--- config.mk ---
export PLATFORM = sky130hd
export DESIGN_NAME = inst_writer
export DESIGN_NICKNAME = d
export VERILOG_FILES = /design/src/rtl/inst_writer_pkg.sv /design/src/rtl/inst_writer_encoder_core.sv /design/src/rtl/inst_writer.sv
export SDC_FILE = /design/constraint.sdc
export NUM_CORES = 1
export LEC_CHECK = 0
export CORE_MARGIN = 3
export CORE_UTILIZATION = 48
export DETAILED_ROUTE_END_ITERATION = 8
export GPL_ROUTABILITY_DRIVEN = 0
export PLACE_DENSITY = 0.92
export SLEW_MARGIN = 20
export SYNTH_ARGS = -nofsm -noshare
export SYNTH_HDL_FRONTEND = slang
export SYNTH_SLANG_ARGS = --single-unit
export TNS_END_PERCENT = 10
--- constraint.sdc ---
create_clock -name clk -period 3.4 [get_ports clk]
set_clock_uncertainty 0.15 [all_clocks]
set_input_delay 0.85 -clock clk [delete_from_list [all_inputs] [get_ports clk]]
set_output_delay 0.85 -clock clk [all_outputs]
set_load 0.1 [all_outputs]
--- src/rtl/inst_writer_pkg.sv ---
// Shared widths, operation enum and RV32I field constants for the instruction writer.
package inst_writer_pkg;

    localparam int unsigned OPENUM_W  = 6;
    localparam int unsigned REG_POS_W = 5;
    localparam int unsigned DATA_W    = 32;
    localparam int unsigned ADDR_W    = 32;

    typedef enum logic [OPENUM_W-1:0] {
        OpNop = 6'd0, OpLui, OpAuipc, OpJal, OpJalr,
        OpBeq, OpBne, OpBlt, OpBge, OpBltu, OpBgeu,
        OpLb, OpLh, OpLw, OpLbu, OpLhu,
        OpSb, OpSh, OpSw,
        OpAddi, OpSlti, OpSltiu, OpXori, OpOri, OpAndi,
        OpSlli, OpSrli, OpSrai,
        OpAdd, OpSub, OpSll, OpSlt, OpSltu, OpXor, OpSrl, OpSra, OpOr, OpAnd
    } openum_e;

    typedef enum logic [2:0] {FmtR, FmtI, FmtSh, FmtS, FmtB, FmtU, FmtJ} fmt_e;

    localparam logic [6:0] OPC_LUI    = 7'b0110111;
    localparam logic [6:0] OPC_AUIPC  = 7'b0010111;
    localparam logic [6:0] OPC_JAL    = 7'b1101111;
    localparam logic [6:0] OPC_JALR   = 7'b1100111;
    localparam logic [6:0] OPC_BRANCH = 7'b1100011;
    localparam logic [6:0] OPC_LOAD   = 7'b0000011;
    localparam logic [6:0] OPC_STORE  = 7'b0100011;
    localparam logic [6:0] OPC_OPIMM  = 7'b0010011;
    localparam logic [6:0] OPC_OP     = 7'b0110011;

    localparam logic [2:0] F3_BEQ  = 3'd0, F3_BNE  = 3'd1, F3_BLT = 3'd4;
    localparam logic [2:0] F3_BGE  = 3'd5, F3_BLTU = 3'd6, F3_BGEU = 3'd7;
    localparam logic [2:0] F3_B    = 3'd0, F3_H    = 3'd1, F3_W   = 3'd2;
    localparam logic [2:0] F3_BU   = 3'd4, F3_HU   = 3'd5;
    localparam logic [2:0] F3_ADD  = 3'd0, F3_SLL  = 3'd1, F3_SLT = 3'd2, F3_SLTU = 3'd3;
    localparam logic [2:0] F3_XOR  = 3'd4, F3_SR   = 3'd5, F3_OR  = 3'd6, F3_AND  = 3'd7;

    localparam logic [6:0] F7_BASE = 7'b0000000;
    localparam logic [6:0] F7_ALT  = 7'b0100000;

    localparam logic [0:0] ST_IDLE  = 1'b0;
    localparam logic [0:0] ST_WRITE = 1'b1;

endpackage

--- src/rtl/inst_writer_encoder_core.sv ---
// Combinational re-encoder: decoded fields back into one RV32I instruction word.
module encoder_core
    import inst_writer_pkg::*;
(
    input  logic [OPENUM_W-1:0]  openum_i,
    input  logic [REG_POS_W-1:0] rd_i,
    input  logic [REG_POS_W-1:0] rs1_i,
    input  logic [REG_POS_W-1:0] rs2_i,
    input  logic [DATA_W-1:0]    imm_i,
    output logic [DATA_W-1:0]    word_o,
    output logic                 legal_o
);

    fmt_e       fmt;
    logic [6:0] opc;
    logic [2:0] f3;
    logic [6:0] f7;

    always_comb begin
        fmt     = FmtR;
        opc     = OPC_OP;
        f3      = 3'd0;
        f7      = F7_BASE;
        legal_o = 1'b1;
        case (openum_e'(openum_i))
            OpLui:   begin fmt = FmtU; opc = OPC_LUI; end
            OpAuipc: begin fmt = FmtU; opc = OPC_AUIPC; end
            OpJal:   begin fmt = FmtJ; opc = OPC_JAL; end
            OpJalr:  begin fmt = FmtI; opc = OPC_JALR; f3 = 3'd0; end
            OpBeq:   begin fmt = FmtB; opc = OPC_BRANCH; f3 = F3_BEQ; end
            OpBne:   begin fmt = FmtB; opc = OPC_BRANCH; f3 = F3_BNE; end
            OpBlt:   begin fmt = FmtB; opc = OPC_BRANCH; f3 = F3_BLT; end
            OpBge:   begin fmt = FmtB; opc = OPC_BRANCH; f3 = F3_BGE; end
            OpBltu:  begin fmt = FmtB; opc = OPC_BRANCH; f3 = F3_BLTU; end
            OpBgeu:  begin fmt = FmtB; opc = OPC_BRANCH; f3 = F3_BGEU; end
            OpLb:    begin fmt = FmtI; opc = OPC_LOAD; f3 = F3_B; end
            OpLh:    begin fmt = FmtI; opc = OPC_LOAD; f3 = F3_H; end
            OpLw:    begin fmt = FmtI; opc = OPC_LOAD; f3 = F3_W; end
            OpLbu:   begin fmt = FmtI; opc = OPC_LOAD; f3 = F3_BU; end
            OpLhu:   begin fmt = FmtI; opc = OPC_LOAD; f3 = F3_HU; end
            OpSb:    begin fmt = FmtS; opc = OPC_STORE; f3 = F3_B; end
            OpSh:    begin fmt = FmtS; opc = OPC_STORE; f3 = F3_H; end
            OpSw:    begin fmt = FmtS; opc = OPC_STORE; f3 = F3_W; end
            OpAddi:  begin fmt = FmtI; opc = OPC_OPIMM; f3 = F3_ADD; end
            OpSlti:  begin fmt = FmtI; opc = OPC_OPIMM; f3 = F3_SLT; end
            OpSltiu: begin fmt = FmtI; opc = OPC_OPIMM; f3 = F3_SLTU; end
            OpXori:  begin fmt = FmtI; opc = OPC_OPIMM; f3 = F3_XOR; end
            OpOri:   begin fmt = FmtI; opc = OPC_OPIMM; f3 = F3_OR; end
            OpAndi:  begin fmt = FmtI; opc = OPC_OPIMM; f3 = F3_AND; end
            OpSlli:  begin fmt = FmtSh; opc = OPC_OPIMM; f3 = F3_SLL; end
            OpSrli:  begin fmt = FmtSh; opc = OPC_OPIMM; f3 = F3_SR; end
            OpSrai:  begin fmt = FmtSh; opc = OPC_OPIMM; f3 = F3_SR; f7 = F7_ALT; end
            OpAdd:   f3 = F3_ADD;
            OpSub:   begin f3 = F3_ADD; f7 = F7_ALT; end
            OpSll:   f3 = F3_SLL;
            OpSlt:   f3 = F3_SLT;
            OpSltu:  f3 = F3_SLTU;
            OpXor:   f3 = F3_XOR;
            OpSrl:   f3 = F3_SR;
            OpSra:   begin f3 = F3_SR; f7 = F7_ALT; end
            OpOr:    f3 = F3_OR;
            OpAnd:   f3 = F3_AND;
            default: legal_o = 1'b0;
        endcase
    end

    // imm[0] of B/J offsets is implicitly zero and not encoded.
    always_comb begin
        word_o = '0;
        case (fmt)
            FmtU:  word_o = {imm_i[31:12], rd_i, opc};
            FmtJ:  word_o = {imm_i[20], imm_i[10:1], imm_i[11], imm_i[19:12], rd_i, opc};
            FmtI:  word_o = {imm_i[11:0], rs1_i, f3, rd_i, opc};
            FmtSh: word_o = {f7, imm_i[4:0], rs1_i, f3, rd_i, opc};
            FmtS:  word_o = {imm_i[11:5], rs2_i, rs1_i, f3, imm_i[4:0], opc};
            FmtB:  word_o = {imm_i[12], imm_i[10:5], rs2_i, rs1_i, f3, imm_i[4:1], imm_i[11], opc};
            default: word_o = {f7, rs2_i, rs1_i, f3, rd_i, opc};
        endcase
    end

endmodule

--- src/rtl/inst_writer.sv ---
// Accepts decoded instruction fields, re-encodes them and writes the word byte-wise to memory.
module inst_writer
    import inst_writer_pkg::*;
(
    input  logic                 clk,
    input  logic                 rst,
    input  logic                 rdy,
    input  logic                 in_valid,
    output logic                 in_ready,
    input  logic [OPENUM_W-1:0]  in_openum,
    input  logic [REG_POS_W-1:0] in_rd,
    input  logic [REG_POS_W-1:0] in_rs1,
    input  logic [REG_POS_W-1:0] in_rs2,
    input  logic [DATA_W-1:0]    in_imm,
    input  logic                 base_load,
    input  logic [ADDR_W-1:0]    base_addr,
    output logic [ADDR_W-1:0]    mem_a,
    output logic [7:0]           mem_dout,
    output logic                 mem_wr,
    output logic [DATA_W-1:0]    last_inst,
    output logic                 done,
    output logic                 illegal
);

    logic [0:0]        state_q, state_d;
    logic [1:0]        idx_q, idx_d;
    logic [ADDR_W-1:0] ptr_q, ptr_d;
    logic [DATA_W-1:0] last_inst_q, last_inst_d;
    logic [DATA_W-1:0] enc_word;
    logic              enc_legal;

    encoder_core u_encoder_core (
        .openum_i (in_openum),
        .rd_i     (in_rd),
        .rs1_i    (in_rs1),
        .rs2_i    (in_rs2),
        .imm_i    (in_imm),
        .word_o   (enc_word),
        .legal_o  (enc_legal)
    );

    always_comb begin
        state_d     = state_q;
        idx_d       = idx_q;
        ptr_d       = ptr_q;
        last_inst_d = last_inst_q;
        mem_wr      = 1'b0;
        done        = 1'b0;
        illegal     = 1'b0;
        mem_a       = '0;
        mem_dout    = '0;
        in_ready    = (state_q == ST_IDLE);
        if (state_q == ST_WRITE) begin
            mem_a    = ptr_q + {{(ADDR_W-2){1'b0}}, idx_q};
            mem_dout = 8'(last_inst_q >> {idx_q, 3'b000});
        end
        // Everything below is gated by rdy so a low rdy freezes state and suppresses strobes.
        if (rdy) begin
            case (state_q)
                ST_IDLE: begin
                    if (base_load) ptr_d = base_addr;
                    if (in_valid) begin
                        if (enc_legal) begin
                            last_inst_d = enc_word;
                            state_d     = ST_WRITE;
                            idx_d       = 2'd0;
                        end else begin
                            illegal = 1'b1;
                        end
                    end
                end
                ST_WRITE: begin
                    mem_wr = 1'b1;
                    idx_d  = idx_q + 2'd1;
                    if (idx_q == 2'd3) begin
                        done    = 1'b1;
                        ptr_d   = ptr_q + 32'd4;
                        state_d = ST_IDLE;
                    end
                end
                default: state_d = ST_IDLE;
            endcase
        end
    end

    always_ff @(posedge clk) begin
        if (rst) begin
            state_q     <= ST_IDLE;
            idx_q       <= 2'd0;
            ptr_q       <= '0;
            last_inst_q <= '0;
        end else begin
            state_q     <= state_d;
            idx_q       <= idx_d;
            ptr_q       <= ptr_d;
            last_inst_q <= last_inst_d;
        end
    end

    assign last_inst = last_inst_q;

endmodule

==> metrics.sh <==
SYNTHDOMINANTAREACELLTYPE='dfxtp_1'
POWER.DENSITY_CELL_AREA_nW_PER_UM2=271
INITIALDRTVIOLATIONCOUNT=819
NUM_VIAS=6721
TIMING_HOLD_VIOLATIONS_FINAL=0
GR-TOTAL-OVERFLOW=0
CRIT_CELLS=9
ROWS=37
NUMBER_OF_ANTENNA_VIOLATIONS_AT_THE_FIRST_CHECK_IN_GLOBAL_ROUTING=0
ANTENNA_CELLS_INSERTED=0
VERTICAL_DIE_DIMENSION_UM=110
HOLDCRITPATHCLASS='reg2reg'
MAX_SLEW.WORST_PIN.SLEW_NS=0.848
CRIT_ARRIVAL_NS=2.43
MAXCAPVIOLCOUNT=0
START_UTIL=0.500
GRT_PASS1_VIAS=6496
FP.DIEW_UM=110
FIRSTDRTPASSITERS=9
HOLD_PATH_DEPTH=2
SLOWEST_DELAY_NS=0.35
RUN_STATUS='finished, violations left'
FMAX_GHz=0.292
WORSTHOLDSTART='last_inst[31]$_SDFFE_PP0P_'
YS_TOP_CELLS_BY_AREA='dfxtp_1 25%, nor2_1 6.2%, mux2i_1 4.6%'
CRITICAL_PATH.REG2REG.STARTPOINT='state_q$_SDFFE_PP0P_'
INTPOWER_mW=1.35
AREA_DELTA_SYNTH_FINAL_PCT=51.7
SYNTHFLOPTYPE='dfxtp_1'
NETLIST_INSTANCES=697
REG2REG_SLACK_NS=0.84
SYNTH_LARGEST_TYPE_AREA_FRACTION=0.253
NUMBER_OF_BUFFERS_CREATED_BY_CTS=9
DESIGN.PORTCOUNT=166
CLOCK_GROUP_SHARE_OF_TOTAL_POWER=0.258
CLKTRANSATPATHREGS_NS=0.07
CLK-INSERTION-DELAY-LATE_NS=0.34
MIN_PERIOD_OVER_PERIOD=1.01
CTS.PATH.MAX_BUFFERS=2
VIOLATIONS='DRC, setup timing'
DRT-TOTAL-WL_MM=20.9
CRIT_TYPE='reg2out'
DRIVE_GT1_FRAC=0.254
TOTALNEGATIVESETUPSLACK_NS=-0.124
SYNTH_ENABLE_FLOP_CELLS=0
POWER.STATIC_LEAKAGE_nW=2.82
TIMING.FINAL.CRIT_PERIOD_NS=3.43
RELSLEWSLACK=0.433
WORSTPATHMAXFANOUT=12
FILLERS=681
TRITONCTS='done'
SLOWEST_CELL_ON_THE_CRITICAL_PATH='nor4_4'
IR_WORST_VDD_uV=224
ASYNCSETRESETFLOPFRACSYNTH=0
DISTINCT_CELLS_SYNTH=70
FINAL_NET_COUNT=957
SYN_NETS=792
WIRE_PER_INST_UM=20.9
CRIT_FAMILY='buffers and inverters'
AVGSYNTHCELLAREA_UM2=7.50
CP-START-KIND='flop'
CTS-HOLD-FIX-BUFFERS=0
SYNTH.FF_LATCH_COUNT=66
REMAINING_DRC_ERRORS=6
MULTI_INPUT_AREA_UM2=3730
WORSTREGTOREGCELLS=7
MAPPEDNETLISTAREA_UM2=5230
FOOTPRINT_OF_THE_FLIP_FLOPS_AND_LATCHES_UM2=1350
INSTANCES_NO_FILL=1002
GRT_FIRST_PASS_WIRELENGTH_MM=31.8
AREA_OF_THE_PLACEABLE_CORE_UM2=10500
DP_HPWL_MM=14.3
FINISH.UTILIZATION=0.758
TOTAL_POWER_mW=2.15
HOLD_END='last_inst[31]$_SDFFE_PP0P_'
DP_CELLS=969
ROUTED_VIA_COUNT_DIVIDED_BY_CELL_COUNT=6.71
WORST_R2R_ENDPOINT='ptr_q[15]$_SDFFE_PP0P_'
NETSWITCHINGFRACTION=0.369
GRT_SETUP_UNREPAIRED='yes'
LIST_OF_CELLS_TRAVERSED_BY_THE_CRITICAL_PATH='buf_4 -> ha_1 -> inv_1 -> nor4_4 -> buf_6 -> nand3_1 -> xnor2_1 -> nor2_1 -> buf_12'
CLKSINKCOUNT=66
YOSYSWARNINGS=0
GRT_MAX_DEGREE=52
CLOCK_TREE.ROOT_CELL='clkbuf_8'
PORT_BUFFER_COUNT=165
CRITICAL_PATH_BUF_INV_COUNT=4
SEQUENTIAL_POWER_SHARE=0.398
DIE_AREA_UM2=12200
POST-PLACE-WS_NS=0.102
REQ_TIME_CRIT_PATH_NS=2.40
CRITICAL_PATH.ENDPOINT_TYPE='output pin'
DRT.ANTENNA.VIOLATING_NETS=0
POWER.NET_SWITCHING_mW=0.793
SETUP_WS_NS=-0.0257
TIMING.FINAL.SETUP_VIOLATIONS=6
CTS_MAX_LEVEL=3
COMBINATIONALPOWERSHARE=0.343
TIMING_MAX_TRANSITION_VIOLATIONS_FINAL=0
GROUTE.USAGE.OVERALL=0.333
SYNTH_SEQUENTIAL_AREA_RATIO=0.253
## power groups by stage
| stage | combinational (mW) | clock, mW | sequential [mW] |
|---|---|---|---|
| 3_5_place_dp | 0.700 | 0 | 0.875 |
| 2_1_floorplan | 0.338 | 0 | 0.971 |
| 3_3_place_gp | 0.681 | 0 | 0.871 |
| 5_1_grt | 0.775 | 0.587 | 0.858 |
| 4_1_cts | 0.717 | 0.554 | 0.851 |
| 6_report | 0.737 | 0.554 | 0.855 |
## cells in the final DEF (no fill, tap or decap), drive strengths merged, types with 4 or more instances in the layout
cell / count
a211oi: 21
a21oi: 40
a221o: 6
a222oi: 4
a22oi: 20
a311oi: 6
a31oi: 8
a32oi: 6
and2: 22
and3: 4
and4: 4
buf: 138
clkbuf: 11
clkdlybuf4s50: 88
clkinv: 5
dfxtp: 66
ha: 4
inv: 9
mux2: 4
mux2i: 24
mux4: 8
nand2: 48
nand2b: 10
nand3: 26
nand4: 20
nor2: 87
nor2b: 5
nor3: 19
nor3b: 5
nor4: 11
o211ai: 8
o21ai: 32
o22ai: 11
or2: 5
or3: 12
or4: 8
xnor2: 10
xor2: 16
## layout make-up
type | count | area share
flip-flops and latches | 66 | 0.171
clock buffers | 11 | 0.0166
clock inverters | 4 | 0.00253
inverters | 10 | 0.00473
multi-input cells | 549 | 0.470
well taps | 136 | 0.0215
repair buffers | 226 | 0.313
## registers in the layout, summed over array words and instances (netlist names)
signal,flops
ptr_q,32
last_inst,31
idx_q,2
state_q,1
## how the worst max path moves through the flow
stage,from,endpoint,slack (ns)
after detailed placement,ptr_q[11]$_SDFFE_PP0P_,mem_a[31],0.10
after global placement,ptr_q[11]$_SDFFE_PP0P_,mem_a[31],0.16
after floorplan,ptr_q[8]$_SDFFE_PP0P_,mem_a[19],-0.65
after global routing,ptr_q[2]$_SDFFE_PP0P_,mem_a[24],-0.07
final,ptr_q[2]$_SDFFE_PP0P_,mem_a[24],-0.03
after CTS,ptr_q[8]$_SDFFE_PP0P_,mem_a[29],-0.07
## routing by layer
metal	vias up	part of all wire	global-route usage
li1	2919	-	-
met5	-	0	0
met2	620	0.48	0.573
met1	3034	0.34	0.376
met4	0	0.062	0.196
met3	148	0.12	0.0757
## tightest hold or removal path: cells and delay by family (launching register included)
family          cells  cell delay (ns)
compound gates      1             0.06
simple gates        1             0.05
flops               1             0.34
## what timing repair did
| item | in CTS | in global routing |
|---|---|---|
| setup endpoints to repair | 8 | 20 |
| resized for setup | 24 | 18 |
| setup buffers | 17 | 3 |
| cloned | 0 | 0 |
| pin swaps | 11 | 8 |
## synthesized netlist by cell type, types with 9 or more instances
library cell / instances
a211oi_1: 21
a21oi_1: 40
a22oi_1: 20
and2_1: 20
buf_1: 10
clkbuf_1: 48
dfxtp_1: 66
inv_1: 9
mux2i_1: 24
nand2_1: 48
nand2b_1: 10
nand3_1: 26
nand4_1: 19
nor2_1: 87
nor3_1: 19
nor4_1: 11
o21ai_0: 31
o22ai_1: 11
or3_1: 10
xnor2_1: 10
xor2_1: 16
## kinds of logic (layout without fill, tap and decap cells)
| group | count (synthesis) | after routing | synth area share |
|---|---|---|---|
| DFF | 66 | 66 | 0.253 |
| AOI/OAI and AO/OA | 191 | 191 | 0.248 |
| and+or+nand+nor | 291 | 291 | 0.286 |
| muxes | 36 | 36 | 0.0890 |
| adders and majority gates | 5 | 5 | 0.0134 |
| buffers and inverters | 82 | 251 | 0.0680 |
| xor gates and xnor gates | 26 | 26 | 0.0436 |
## through the flow
| step | hold slack [ns] | cell area [µm²] |
|---|---|---|
| 2_1_floorplan | 0.315 | 5310 |
| 3_3_place_gp | 0.325 | 7500 |
| 3_5_place_dp | 0.334 | 7500 |
| 4_1_cts | 0.346 | 7850 |
| 5_1_grt | 0.366 | 7930 |
| 6_report | 0.348 | 7930 |
(Power assumes the default switching activity.)
